==> config.mk <==
export PLATFORM = sky130hd
export DESIGN_NAME = pipe_hazard_ctrl_flat
export DESIGN_NICKNAME = d
export VERILOG_FILES = /design/src/rtl/pipe_hazard_ctrl_pkg.sv /design/src/rtl/pipe_hazard_ctrl_if.sv /design/src/rtl/pipe_hazard_ctrl_hazard_detect.sv /design/src/rtl/pipe_hazard_ctrl.sv /design/src/flat_wrapper.sv
export SDC_FILE = /design/constraint.sdc
export NUM_CORES = 1
export LEC_CHECK = 0
export ABC_AREA = 1
export CORE_MARGIN = 2
export CORE_UTILIZATION = 40
export CTS_CLUSTER_DIAMETER = 30
export DETAILED_ROUTE_END_ITERATION = 6
export PLACE_DENSITY = 0.84
export SYNTH_ARGS = -nofsm -noshare
export SYNTH_HDL_FRONTEND = slang
export SYNTH_SLANG_ARGS = --single-unit
==> constraint.sdc <==
create_clock -name clock -period 2.2 [get_ports clock]
set_clock_uncertainty 0.2 [all_clocks]
set_input_delay 0.33 -clock clock [delete_from_list [all_inputs] [get_ports clock]]
set_output_delay 0.33 -clock clock [all_outputs]
set_load 0.01 [all_outputs]
==> src/rtl/pipe_hazard_ctrl_pkg.sv <==
// Shared types and constants for the pipeline hazard controller.
// The design-wide defines are normally provided globally; the guards keep this slice self-contained.
`ifndef ysyx_22040931_PHC_RUN
`define ysyx_22040931_PHC_RUN 1'b0
`endif
`ifndef ysyx_22040931_PHC_REDIR_PEND
`define ysyx_22040931_PHC_REDIR_PEND 1'b1
`endif
`ifndef ysyx_22040931_ZERO_PC
`define ysyx_22040931_ZERO_PC 64'h0
`endif
`ifndef ysyx_22040931_REG_BUS
`define ysyx_22040931_REG_BUS 63:0
`endif

package pipe_hazard_ctrl_pkg;

    localparam int PHC_PC_W = 64;
    localparam int PHC_RA_W = 5;

    typedef struct packed {
        logic stall_if;
        logic stall_id;
        logic stall_ex;
        logic stall_mem;
    } stall_t;

    typedef struct packed {
        logic flush_id;
        logic flush_ex;
        logic flush_mem;
    } flush_t;

endpackage

==> src/rtl/pipe_hazard_ctrl_if.sv <==
// Hazard-controller bundle: pipeline status in (i_*), stall/flush/redirect controls out (o_*).
// slave = controller side, master = pipeline side.
interface pipe_hazard_ctrl_if
    import pipe_hazard_ctrl_pkg::*;
#(
    parameter int PC_W = PHC_PC_W,
    parameter int RA_W = PHC_RA_W
);
    logic            i_ifu_busy;
    logic            i_ex_busy;
    logic            i_lsu_busy;
    logic [RA_W-1:0] i_id_rs1;
    logic [RA_W-1:0] i_id_rs2;
    logic            i_id_rs1_used;
    logic            i_id_rs2_used;
    logic            i_ex_is_load;
    logic [RA_W-1:0] i_ex_rd;
    logic            i_ex_redirect;
    logic [PC_W-1:0] i_ex_target;
    logic            i_wb_trap;
    logic [PC_W-1:0] i_wb_trap_pc;

    logic            o_stall_if;
    logic            o_stall_id;
    logic            o_stall_ex;
    logic            o_stall_mem;
    logic            o_flush_id;
    logic            o_flush_ex;
    logic            o_flush_mem;
    logic            o_redirect_valid;
    logic [PC_W-1:0] o_redirect_pc;

    modport slave (
        input  i_ifu_busy, i_ex_busy, i_lsu_busy,
        input  i_id_rs1, i_id_rs2, i_id_rs1_used, i_id_rs2_used,
        input  i_ex_is_load, i_ex_rd, i_ex_redirect, i_ex_target,
        input  i_wb_trap, i_wb_trap_pc,
        output o_stall_if, o_stall_id, o_stall_ex, o_stall_mem,
        output o_flush_id, o_flush_ex, o_flush_mem,
        output o_redirect_valid, o_redirect_pc
    );

    modport master (
        output i_ifu_busy, i_ex_busy, i_lsu_busy,
        output i_id_rs1, i_id_rs2, i_id_rs1_used, i_id_rs2_used,
        output i_ex_is_load, i_ex_rd, i_ex_redirect, i_ex_target,
        output i_wb_trap, i_wb_trap_pc,
        input  o_stall_if, o_stall_id, o_stall_ex, o_stall_mem,
        input  o_flush_id, o_flush_ex, o_flush_mem,
        input  o_redirect_valid, o_redirect_pc
    );

endinterface

==> src/rtl/pipe_hazard_ctrl_hazard_detect.sv <==
// Load-use comparator: a load in EX whose rd feeds a used ID source; x0 never matches.
// Purely combinational, no state, no backpressure of its own.
module pipe_hazard_ctrl_hazard_detect #(
    parameter int RA_W = 5
) (
    input  logic [RA_W-1:0] i_id_rs1,
    input  logic [RA_W-1:0] i_id_rs2,
    input  logic            i_id_rs1_used,
    input  logic            i_id_rs2_used,
    input  logic            i_ex_is_load,
    input  logic [RA_W-1:0] i_ex_rd,
    output logic            o_load_use
);
    logic w_rd_nz;
    logic w_hit_rs1;
    logic w_hit_rs2;

    assign w_rd_nz    = |i_ex_rd;
    assign w_hit_rs1  = i_id_rs1_used & (i_id_rs1 == i_ex_rd);
    assign w_hit_rs2  = i_id_rs2_used & (i_id_rs2 == i_ex_rd);
    assign o_load_use = i_ex_is_load & w_rd_nz & (w_hit_rs1 | w_hit_rs2);

endmodule

==> src/rtl/pipe_hazard_ctrl.sv <==
// Stall/flush/redirect controller for the 5-stage pipeline; controls are same-cycle combinational,
// a redirect IF cannot take is parked in REDIR_PEND. Perf counters: YSYX_22040931_PIPE_PERF_EN.
module pipe_hazard_ctrl
    import pipe_hazard_ctrl_pkg::*;
#(
    parameter int PC_W = PHC_PC_W,
    parameter int RA_W = PHC_RA_W
) (
    input  logic               clock,
    input  logic               reset,
    pipe_hazard_ctrl_if.slave  hz
`ifdef YSYX_22040931_PIPE_PERF_EN
    ,
    output logic [63:0]        o_perf_stall_cyc,
    output logic [63:0]        o_perf_lu_cnt,
    output logic [63:0]        o_perf_flush_cnt
`endif
);
    localparam logic [0:0]      S_RUN   = `ysyx_22040931_PHC_RUN;
    localparam logic [0:0]      S_PEND  = `ysyx_22040931_PHC_REDIR_PEND;
    localparam logic [PC_W-1:0] PC_ZERO = PC_W'(`ysyx_22040931_ZERO_PC);

    logic [0:0]      r_state;
    logic [0:0]      w_state_nxt;
    logic [PC_W-1:0] r_pend_pc;
    logic [PC_W-1:0] w_pend_pc_nxt;

    logic            w_load_use;
    logic            w_pend;
    logic            w_trap;
    logic            w_ex_stall;
    logic            w_redir_acc;
    logic            w_lu_eff;
    logic            w_accept;
    logic            w_deliver;
    logic [PC_W-1:0] w_src_pc;
    logic [PC_W-1:0] w_tgt_pc;
    stall_t          w_stall;
    flush_t          w_flush;

    pipe_hazard_ctrl_hazard_detect #(
        .RA_W (RA_W)
    ) u_hazard_detect (
        .i_id_rs1      (hz.i_id_rs1),
        .i_id_rs2      (hz.i_id_rs2),
        .i_id_rs1_used (hz.i_id_rs1_used),
        .i_id_rs2_used (hz.i_id_rs2_used),
        .i_ex_is_load  (hz.i_ex_is_load),
        .i_ex_rd       (hz.i_ex_rd),
        .o_load_use    (w_load_use)
    );

    assign w_pend     = (r_state == S_PEND);
    assign w_trap     = hz.i_wb_trap;
    assign w_ex_stall = hz.i_lsu_busy | hz.i_ex_busy;

    // While pending, EX already holds a bubble, so any ex_redirect seen there is stale.
    assign w_redir_acc = hz.i_ex_redirect & ~w_ex_stall & ~w_pend & ~w_trap;
    assign w_lu_eff    = w_load_use & ~w_redir_acc & ~w_trap;
    assign w_accept    = w_trap | w_redir_acc;
    assign w_src_pc    = w_trap ? hz.i_wb_trap_pc : hz.i_ex_target;
    assign w_tgt_pc    = w_accept ? w_src_pc : r_pend_pc;
    assign w_deliver   = (w_accept | w_pend) & ~hz.i_ifu_busy;

    always_comb begin
        w_stall.stall_mem = hz.i_lsu_busy;
        w_stall.stall_ex  = w_ex_stall;
        w_stall.stall_id  = w_ex_stall | w_lu_eff;
        w_stall.stall_if  = w_ex_stall | w_lu_eff | hz.i_ifu_busy | w_pend;
        w_flush.flush_mem = 1'b0;
        w_flush.flush_ex  = (w_lu_eff & ~w_ex_stall) | w_redir_acc;
        w_flush.flush_id  = w_redir_acc | w_pend;
        // A trap drains everything younger; only an in-flight data access keeps mem_wb held.
        if (w_trap) begin
            w_stall.stall_if = 1'b0;
            w_stall.stall_id = 1'b0;
            w_stall.stall_ex = 1'b0;
            w_flush          = '1;
        end
    end

    always_comb begin
        w_state_nxt   = r_state;
        w_pend_pc_nxt = r_pend_pc;
        if (w_accept | w_pend) begin
            if (hz.i_ifu_busy) begin
                w_state_nxt   = S_PEND;
                w_pend_pc_nxt = w_tgt_pc;
            end else begin
                w_state_nxt   = S_RUN;
            end
        end
    end

    always_ff @(posedge clock or negedge reset) begin
        if (!reset) begin
            r_state   <= S_RUN;
            r_pend_pc <= PC_ZERO;
        end else begin
            r_state   <= w_state_nxt;
            r_pend_pc <= w_pend_pc_nxt;
        end
    end

    // Reset forces a safe pattern on the pipeline regardless of current inputs.
    assign hz.o_stall_if       = reset & w_stall.stall_if;
    assign hz.o_stall_id       = reset & w_stall.stall_id;
    assign hz.o_stall_ex       = reset & w_stall.stall_ex;
    assign hz.o_stall_mem      = reset & w_stall.stall_mem;
    assign hz.o_flush_id       = ~reset | w_flush.flush_id;
    assign hz.o_flush_ex       = ~reset | w_flush.flush_ex;
    assign hz.o_flush_mem      = ~reset | w_flush.flush_mem;
    assign hz.o_redirect_valid = reset & w_deliver;
    assign hz.o_redirect_pc    = (reset & w_deliver) ? w_tgt_pc : PC_ZERO;

`ifdef YSYX_22040931_PIPE_PERF_EN
    logic [63:0] r_perf_stall_cyc;
    logic [63:0] r_perf_lu_cnt;
    logic [63:0] r_perf_flush_cnt;

    always_ff @(posedge clock or negedge reset) begin
        if (!reset) begin
            r_perf_stall_cyc <= '0;
            r_perf_lu_cnt    <= '0;
            r_perf_flush_cnt <= '0;
        end else begin
            r_perf_stall_cyc <= r_perf_stall_cyc + {63'd0, w_stall.stall_id};
            r_perf_lu_cnt    <= r_perf_lu_cnt + {63'd0, w_lu_eff};
            r_perf_flush_cnt <= r_perf_flush_cnt + {63'd0, w_accept};
        end
    end

    assign o_perf_stall_cyc = r_perf_stall_cyc;
    assign o_perf_lu_cnt    = r_perf_lu_cnt;
    assign o_perf_flush_cnt = r_perf_flush_cnt;
`endif

endmodule

==> src/flat_wrapper.sv <==
// flat-port wrapper written by rule: the top's interface ports become plain ports
module pipe_hazard_ctrl_flat import pipe_hazard_ctrl_pkg::*;
#(
    parameter int PC_W = PHC_PC_W,
    parameter int RA_W = PHC_RA_W
)
  (clock, reset, hz_i_ifu_busy, hz_i_ex_busy, hz_i_lsu_busy, hz_i_id_rs1, hz_i_id_rs2, hz_i_id_rs1_used, hz_i_id_rs2_used, hz_i_ex_is_load, hz_i_ex_rd, hz_i_ex_redirect, hz_i_ex_target, hz_i_wb_trap, hz_i_wb_trap_pc, hz_o_stall_if, hz_o_stall_id, hz_o_stall_ex, hz_o_stall_mem, hz_o_flush_id, hz_o_flush_ex, hz_o_flush_mem, hz_o_redirect_valid, hz_o_redirect_pc);
  pipe_hazard_ctrl_if #(.PC_W(PC_W), .RA_W(RA_W)) hz_i ();
  input  logic clock;
  input  logic reset;
  input wire logic [$bits(hz_i.i_ifu_busy)-1:0] hz_i_ifu_busy;
  input wire logic [$bits(hz_i.i_ex_busy)-1:0] hz_i_ex_busy;
  input wire logic [$bits(hz_i.i_lsu_busy)-1:0] hz_i_lsu_busy;
  input wire logic [$bits(hz_i.i_id_rs1)-1:0] hz_i_id_rs1;
  input wire logic [$bits(hz_i.i_id_rs2)-1:0] hz_i_id_rs2;
  input wire logic [$bits(hz_i.i_id_rs1_used)-1:0] hz_i_id_rs1_used;
  input wire logic [$bits(hz_i.i_id_rs2_used)-1:0] hz_i_id_rs2_used;
  input wire logic [$bits(hz_i.i_ex_is_load)-1:0] hz_i_ex_is_load;
  input wire logic [$bits(hz_i.i_ex_rd)-1:0] hz_i_ex_rd;
  input wire logic [$bits(hz_i.i_ex_redirect)-1:0] hz_i_ex_redirect;
  input wire logic [$bits(hz_i.i_ex_target)-1:0] hz_i_ex_target;
  input wire logic [$bits(hz_i.i_wb_trap)-1:0] hz_i_wb_trap;
  input wire logic [$bits(hz_i.i_wb_trap_pc)-1:0] hz_i_wb_trap_pc;
  output wire logic [$bits(hz_i.o_stall_if)-1:0] hz_o_stall_if;
  output wire logic [$bits(hz_i.o_stall_id)-1:0] hz_o_stall_id;
  output wire logic [$bits(hz_i.o_stall_ex)-1:0] hz_o_stall_ex;
  output wire logic [$bits(hz_i.o_stall_mem)-1:0] hz_o_stall_mem;
  output wire logic [$bits(hz_i.o_flush_id)-1:0] hz_o_flush_id;
  output wire logic [$bits(hz_i.o_flush_ex)-1:0] hz_o_flush_ex;
  output wire logic [$bits(hz_i.o_flush_mem)-1:0] hz_o_flush_mem;
  output wire logic [$bits(hz_i.o_redirect_valid)-1:0] hz_o_redirect_valid;
  output wire logic [$bits(hz_i.o_redirect_pc)-1:0] hz_o_redirect_pc;
  assign hz_i.i_ifu_busy = hz_i_ifu_busy;
  assign hz_i.i_ex_busy = hz_i_ex_busy;
  assign hz_i.i_lsu_busy = hz_i_lsu_busy;
  assign hz_i.i_id_rs1 = hz_i_id_rs1;
  assign hz_i.i_id_rs2 = hz_i_id_rs2;
  assign hz_i.i_id_rs1_used = hz_i_id_rs1_used;
  assign hz_i.i_id_rs2_used = hz_i_id_rs2_used;
  assign hz_i.i_ex_is_load = hz_i_ex_is_load;
  assign hz_i.i_ex_rd = hz_i_ex_rd;
  assign hz_i.i_ex_redirect = hz_i_ex_redirect;
  assign hz_i.i_ex_target = hz_i_ex_target;
  assign hz_i.i_wb_trap = hz_i_wb_trap;
  assign hz_i.i_wb_trap_pc = hz_i_wb_trap_pc;
  assign hz_o_stall_if = hz_i.o_stall_if;
  assign hz_o_stall_id = hz_i.o_stall_id;
  assign hz_o_stall_ex = hz_i.o_stall_ex;
  assign hz_o_stall_mem = hz_i.o_stall_mem;
  assign hz_o_flush_id = hz_i.o_flush_id;
  assign hz_o_flush_ex = hz_i.o_flush_ex;
  assign hz_o_flush_mem = hz_i.o_flush_mem;
  assign hz_o_redirect_valid = hz_i.o_redirect_valid;
  assign hz_o_redirect_pc = hz_i.o_redirect_pc;
  pipe_hazard_ctrl #(.PC_W(PC_W), .RA_W(RA_W)) u_core (.clock(clock), .reset(reset), .hz(hz_i));
endmodule
==> run metrics, run 1 <==
Pins Over Slew Limit 0; GRT overflow 0; reg2reg end u_core.r_pend_pc[11]$_DFFE_PN0P_; Internal 3.25 mW; CTS sink cnt 65; first-pass GRT wire length 28.2 mm; maximum vdd drop 0.000342 V; placer congestion estimate 0.994; GRT Max-Usage Layer met2; area delta synth->final 124%; count leader, synth nor2_1; Pre-Repair DR Iteration Count 7; worst setup path end hz_o_redirect_pc[55]; Worst setup EP type output pin; Commonest cells post-synth nor2_1 (202), o21ai_0 (122), nand2_1 (96); synth unique cells 18; clk slew on worst S/H paths 70 ps; WP data required 1670 ps; clock buffer depth 2; mean routed wirelength per cell 23.1 um; CTS root buffer clkbuf_8; Final nets 1191; Gate power share 0.477; Routed Antenna Nets 0; asr flop ratio synth 1.00; final WL 27.1 mm; biggest area consumer among synthesized cells dfrtp_1; drc violations 0; via count 7075; CP arrival 2160 ps; pwr dens 542 nW/um^2; worst r2r src u_core.r_state$_DFFE_PN0N_; total power 5.07 mW; Die Height 106 um; met2 Use GR 0.567; post-detail-place hpwl 10.4 mm; vias per cell 6.01; Seq pwr share 0.322; max_cap viols 0; Initial Util 0.408; Total Routing Usage GR 0.313; Slew HR 0.522; Synth Flop Type dfrtp_1; r2r worst-path depth 15; CTS buffer count 9; Sw Ratio 0.359; f_max 0.372 GHz; initial antenna violation count 0; vias in the first global route 5893; NetSw 1.82 mW; met1 Usage GRT 0.351; Area contributors post-synth dfrtp_1 (39%), nor2_1 (18%), o21ai_0 (15%), nand2_1 (8.6%), o21ai_1 (8.5%); Skew-Pair Late Insertion Delay 340 ps; Syn. warnings 0; Avg Cell Area, Syn 6.51 um^2; failing checks negative setup slack; IO Port Bufs 224; Yosys reg bits 65; Cell Rows 37; final hold violations 0; GR met3 Demand/Resource 0.0527; number of synthesized flops with an enable pin 0; fin crit share 1.22; clock network power share 0.201; crit path from u_core.r_state$_DFFE_PN0N_; largest fanout on the critical path 9; largest net degree at the start of global routing 65; Post-Syn Area 4180 um^2; htree depth 3; CTS tree built; LEAKAGE 4.36 nW; synthesized instance count 642; Worst-Margin Slew 717 ps; register area share after synthesis 0.389; WS Path Type reg -> out; Final setup viols 77; # IOs 225; Die Footprint 11300 um^2; Post-Synthesis Net Count 795; reg2reg setup slack -340 ps; Startpoint Class register; top-area cell type share of the netlist area 0.389; RSZ-0062 raised after global routing true; Placement Setup Slack -659 ps; Antenna diodes 0; die width 106 um; worst min path class in -> async; Core Region 10200 um^2; Initial DRC Count 935; Final Worst Setup Slack -487 ps; final worst path period need 2690 ps; run status complete, but fails checks; share of post-route cells with drive strength above 1 0.417
## registers in the layout, summed over array words and instances, names as in the netlist
register,flops
u_core.r_pend_pc,64
u_core.r_state,1
## stage by stage
step                 util  hold WS [ps]  std cells  TNS, ps  instance area [um^2]
floorplan               -          -166        642        0                  4180
global placement    0.688           201       1034   -38360                  7040
detailed placement  0.688           197       1034   -41550                  7040
CTS                 0.785           101       1136   -16070                  8030
global route        0.913           143       1177   -25050                  9350
finish              0.913          93.1       1177   -23360                  9350
## worst min path at each step
| stage | slack [ps] | start | depth (start not counted) | end |
|---|---|---|---|---|
| floorplan | -170 | reset | 0 | u_core.r_pend_pc[0]$_DFFE_PN0P_ |
| global placement | 200 | reset | 2 | u_core.r_pend_pc[58]$_DFFE_PN0P_ |
| detailed placement | 200 | reset | 2 | u_core.r_pend_pc[58]$_DFFE_PN0P_ |
| CTS | 100 | reset | 2 | u_core.r_pend_pc[63]$_DFFE_PN0P_ |
| global route | 140 | reset | 2 | u_core.r_pend_pc[30]$_DFFE_PN0P_ |
| finish | 90 | reset | 2 | u_core.r_pend_pc[41]$_DFFE_PN0P_ |
## worst max-delay path, cell delays in order, from the launching register on
cell and delay, ps:
dfrtp_1 410, inv_2 80, nand3_4 100, buf_12 110, nand2_8 70, buf_4 140, buf_6 130, buf_16 150
o21ai_0 120, o21ai_1 160, nor2_1 160, clkbuf_2 160
## cell families after synthesis
| group | Yosys count | synth area share |
|---|---|---|
| compound gates | 193 | 0.231 |
| flops | 65 | 0.389 |
| simple gates | 314 | 0.293 |
| buf+inv | 70 | 0.0860 |
## placed cells by master, fill, tap and decap left out, drive strengths merged
cell type,n
dlygate4sd2,9
bufbuf,1
nor3,1
bufinv,1
nand3,12
clkinv,5
nand2,98
dlygate4sd3,1
clkbuf,23
inv,19
nor2,203
dfrtp,65
o21ai,193
clkdlybuf4s50,145
buf,265
## metal layers
layer / vias up / wire length (um)
met5: - / 0
met4: 0 / 2660
met3: 255 / 2660
met1: 3239 / 8750
li1: 2888 / -
met2: 693 / 13100
## power by group through the flow
stage          registers [mW]  logic [mW]  clock network, mW
5_1_grt                  1.64        2.52               1.06
2_1_floorplan            1.51       0.598                  0
3_5_place_dp             1.55        1.41                  0
4_1_cts                  1.54        1.75              0.973
6_report                 1.63        2.42               1.02
3_3_place_gp             1.53        1.37                  0
## final cells by class
class | count | area, um^2
repair buffers | 434 | 4360
multi-input cells | 507 | 2920
flip-flops and latches | 65 | 1630
fillers | 385 | 886
well taps | 136 | 170
clock buffers | 10 | 138
inverters | 21 | 88.8
clock inverters | 4 | 45.0
## timing repair
action / 4_1_cts / 5_1_grt
endpoints found under the setup margin: 70 / 78
hold endpoints to repair: 10 / 0
cloned: 12 / 10
pin swaps: 11 / 30
resized for setup: 360 / 276
hold buffers: 1 / 0
setup buffers: 76 / 48
Power figures use the tool's default switching activity.
==> run 2: changes to the inputs <==
--- a/config.mk
+++ b/config.mk
@@ -9,6 +9,8 @@
 export CORE_MARGIN = 2
 export CORE_UTILIZATION = 40
+export CTS_BUF_LIST = sky130_fd_sc_hd__clkbuf_4 sky130_fd_sc_hd__clkbuf_8 sky130_fd_sc_hd__clkbuf_16
 export CTS_CLUSTER_DIAMETER = 30
 export DETAILED_ROUTE_END_ITERATION = 6
+export MAX_ROUTING_LAYER = met4
 export PLACE_DENSITY = 0.84
 export SYNTH_ARGS = -nofsm -noshare
--- a/constraint.sdc
+++ b/constraint.sdc
@@ -3,3 +3,3 @@
 set_input_delay 0.33 -clock clock [delete_from_list [all_inputs] [get_ports clock]]
 set_output_delay 0.33 -clock clock [all_outputs]
-set_load 0.01 [all_outputs]
+set_load 0.005 [all_outputs]
==> run 2 against run 1 <==
Worst hold slack got worse by 41 ps. Non-clock buffer count decreased by 89. Clock-buffer cell count is 1 higher. Clock power rose by 6%. Critical endpoint is now hz_o_redirect_pc[57]. Power fell by 14%. The run still ends with negative setup slack left. Global-route usage down 1.3 points. Flip-flop and latch count stayed put. Sequential power fell by 4%. First-iteration DRC count down 55%. Largest power group unchanged.
==> run metrics, run 2 (synthesis results as in run 1) <==
run status complete, but fails checks; failing checks negative setup slack; Startpoint Class register; LEAKAGE 3.81 nW; Antenna diodes 0; worst min path class in -> async; Final setup viols 62; Worst setup EP type output pin; htree depth 3; largest net degree at the start of global routing 56; CTS tree built; met2 Use GR 0.539; WP data required 1670 ps; share of post-route cells with drive strength above 1 0.314; NetSw 1.44 mW; Die Height 106 um; Pre-Repair DR Iteration Count 4; post-detail-place hpwl 11.1 mm; area delta synth->final 95.6%; via count 5709; CTS buffer count 9; Slew HR 0.541; mean routed wirelength per cell 16.6 um; Initial Util 0.408; setup TNS -6540 ps; Gate power share 0.398; max_cap viols 0; fill cell count 663; vias per cell 5.24; die width 106 um; max reg flops 64; clk slew on worst S/H paths 90 ps; placer congestion estimate 0.950; GRT Max-Usage Layer met2; final worst path period need 2370 ps; final hold violations 0; clock network power share 0.246; IO Port Bufs 224; commonest non-fill, non-tap cell in the layout clkdlybuf4s50_1; Internal 2.94 mW; Initial DRC Count 420; Routed Antenna Nets 0; GRT overflow 0; Total Routing Usage GR 0.299; CTS root buffer clkbuf_8; pwr dens 536 nW/um^2; Layout Cells excl Fill 1090; Sw Ratio 0.328; most frequent cells in the layout clkdlybuf4s50_1 (140), nor2_1 (137), o21ai_1 (110), nand2_1 (96), buf_4 (88); largest fanout on the critical path 6; Worst-Margin Slew 688 ps; Core Region 10200 um^2; CP arrival 1840 ps; # IOs 225; drc violations 0; largest registers u_core.r_pend_pc: 64 flops, u_core.r_state: 1 flops; Final Worst Setup Slack -168 ps; vias in the first global route 5473; Skew-Pair Late Insertion Delay 330 ps; Cell Rows 37; most used cell, CP nand3_4; first-pass GRT wire length 26.2 mm; register name with the most flops u_core.r_pend_pc; clock buffer depth 2; Die Footprint 11300 um^2; RSZ-0062 raised after global routing true; Placed Cells 1040; CTS sink cnt 65; highest-delay cell along the critical path dfrtp_1; initial antenna violation count 0; maximum vdd drop 0.000326 V; Cell Chain, Critical Path inv_2, nand3_4, buf_6, nand3_4, nand3_4, buf_8, buf_16, nor2_2, buf_2; final WL 18.1 mm; f_max 0.422 GHz; Final nets 1102; Max stage delay on crit path 390 ps; Pins Over Slew Limit 0; fin crit share 1.08; met1 Usage GRT 0.323; WS Path Type reg -> out; Seq pwr share 0.356; GR met3 Demand/Resource 0.0558
-- run 2: metrics by stage --
step	cell area, um^2	power, mW	util	setup WS, ps	hold slack (ps)
5_1_grt	8170	4.62	0.798	-225	114
3_3_place_gp	7100	2.89	0.694	-605	185
2_1_floorplan	4180	2.08	-	487	-166
4_1_cts	7590	4.14	0.742	-147	71.3
6_report	8170	4.37	0.798	-168	52.4
3_5_place_dp	7100	2.95	0.694	-651	183
-- run 2: area by class of cell --
class,instances,area (um^2),area share
Timing Repair Buffer,345,3350,0.410
Clock buffer,11,151,0.0185
Tap cell,136,170,0.0208
Sequential cell,65,1630,0.199
Inverter,21,81.3,0.00996
Clock inverter,5,60.1,0.00735
Multi-Input combinational cell,507,2730,0.334
-- run 2: final timing paths --
kind,startpoint,to,slack [ps],depth (start not counted)
max reg2reg,u_core.r_state$_DFFE_PN0N_,u_core.r_pend_pc[52]$_DFFE_PN0P_,320,9
min reg2reg,u_core.r_pend_pc[34]$_DFFE_PN0P_,u_core.r_pend_pc[34]$_DFFE_PN0P_,300,2
min in group clock,u_core.r_pend_pc[34]$_DFFE_PN0P_,u_core.r_pend_pc[34]$_DFFE_PN0P_,300,2
max,u_core.r_state$_DFFE_PN0N_,hz_o_redirect_pc[57],-170,9
min,reset,u_core.r_pend_pc[42]$_DFFE_PN0P_,50,2
max in group asynchronous,reset,u_core.r_pend_pc[5]$_DFFE_PN0P_,940,3
-- run 2: metal layers --
metal,part of all wire,vias to the layer above
met5,0,-
met4,0.036,0
met3,0.053,59
met2,0.53,256
met1,0.38,2683
li1,-,2711
-- run 2: power by group through the flow --
stage	Sequential, mW	Combinational [mW]	Clock [mW]
after global routing	1.58	1.89	1.15
after CTS	1.53	1.52	1.08
after detailed placement	1.55	1.40	0
final	1.56	1.74	1.08
after floorplan	1.51	0.569	0
after global placement	1.54	1.36	0
-- run 2: worst max-delay path: cells and delay by family (launching register included) --
kind	cells	cell delay, ps
simple gates	4	420
flops	1	390
buf+inv	5	690
-- run 2: timing repair --
action,4_1_cts,5_1_grt
gates resized for setup,368,141
hold buffers,1,0
endpoints found under the setup margin,70,68
pin swaps,13,50
buffers inserted,10,10
hold endpoints to repair,10,0
gates cloned,9,5
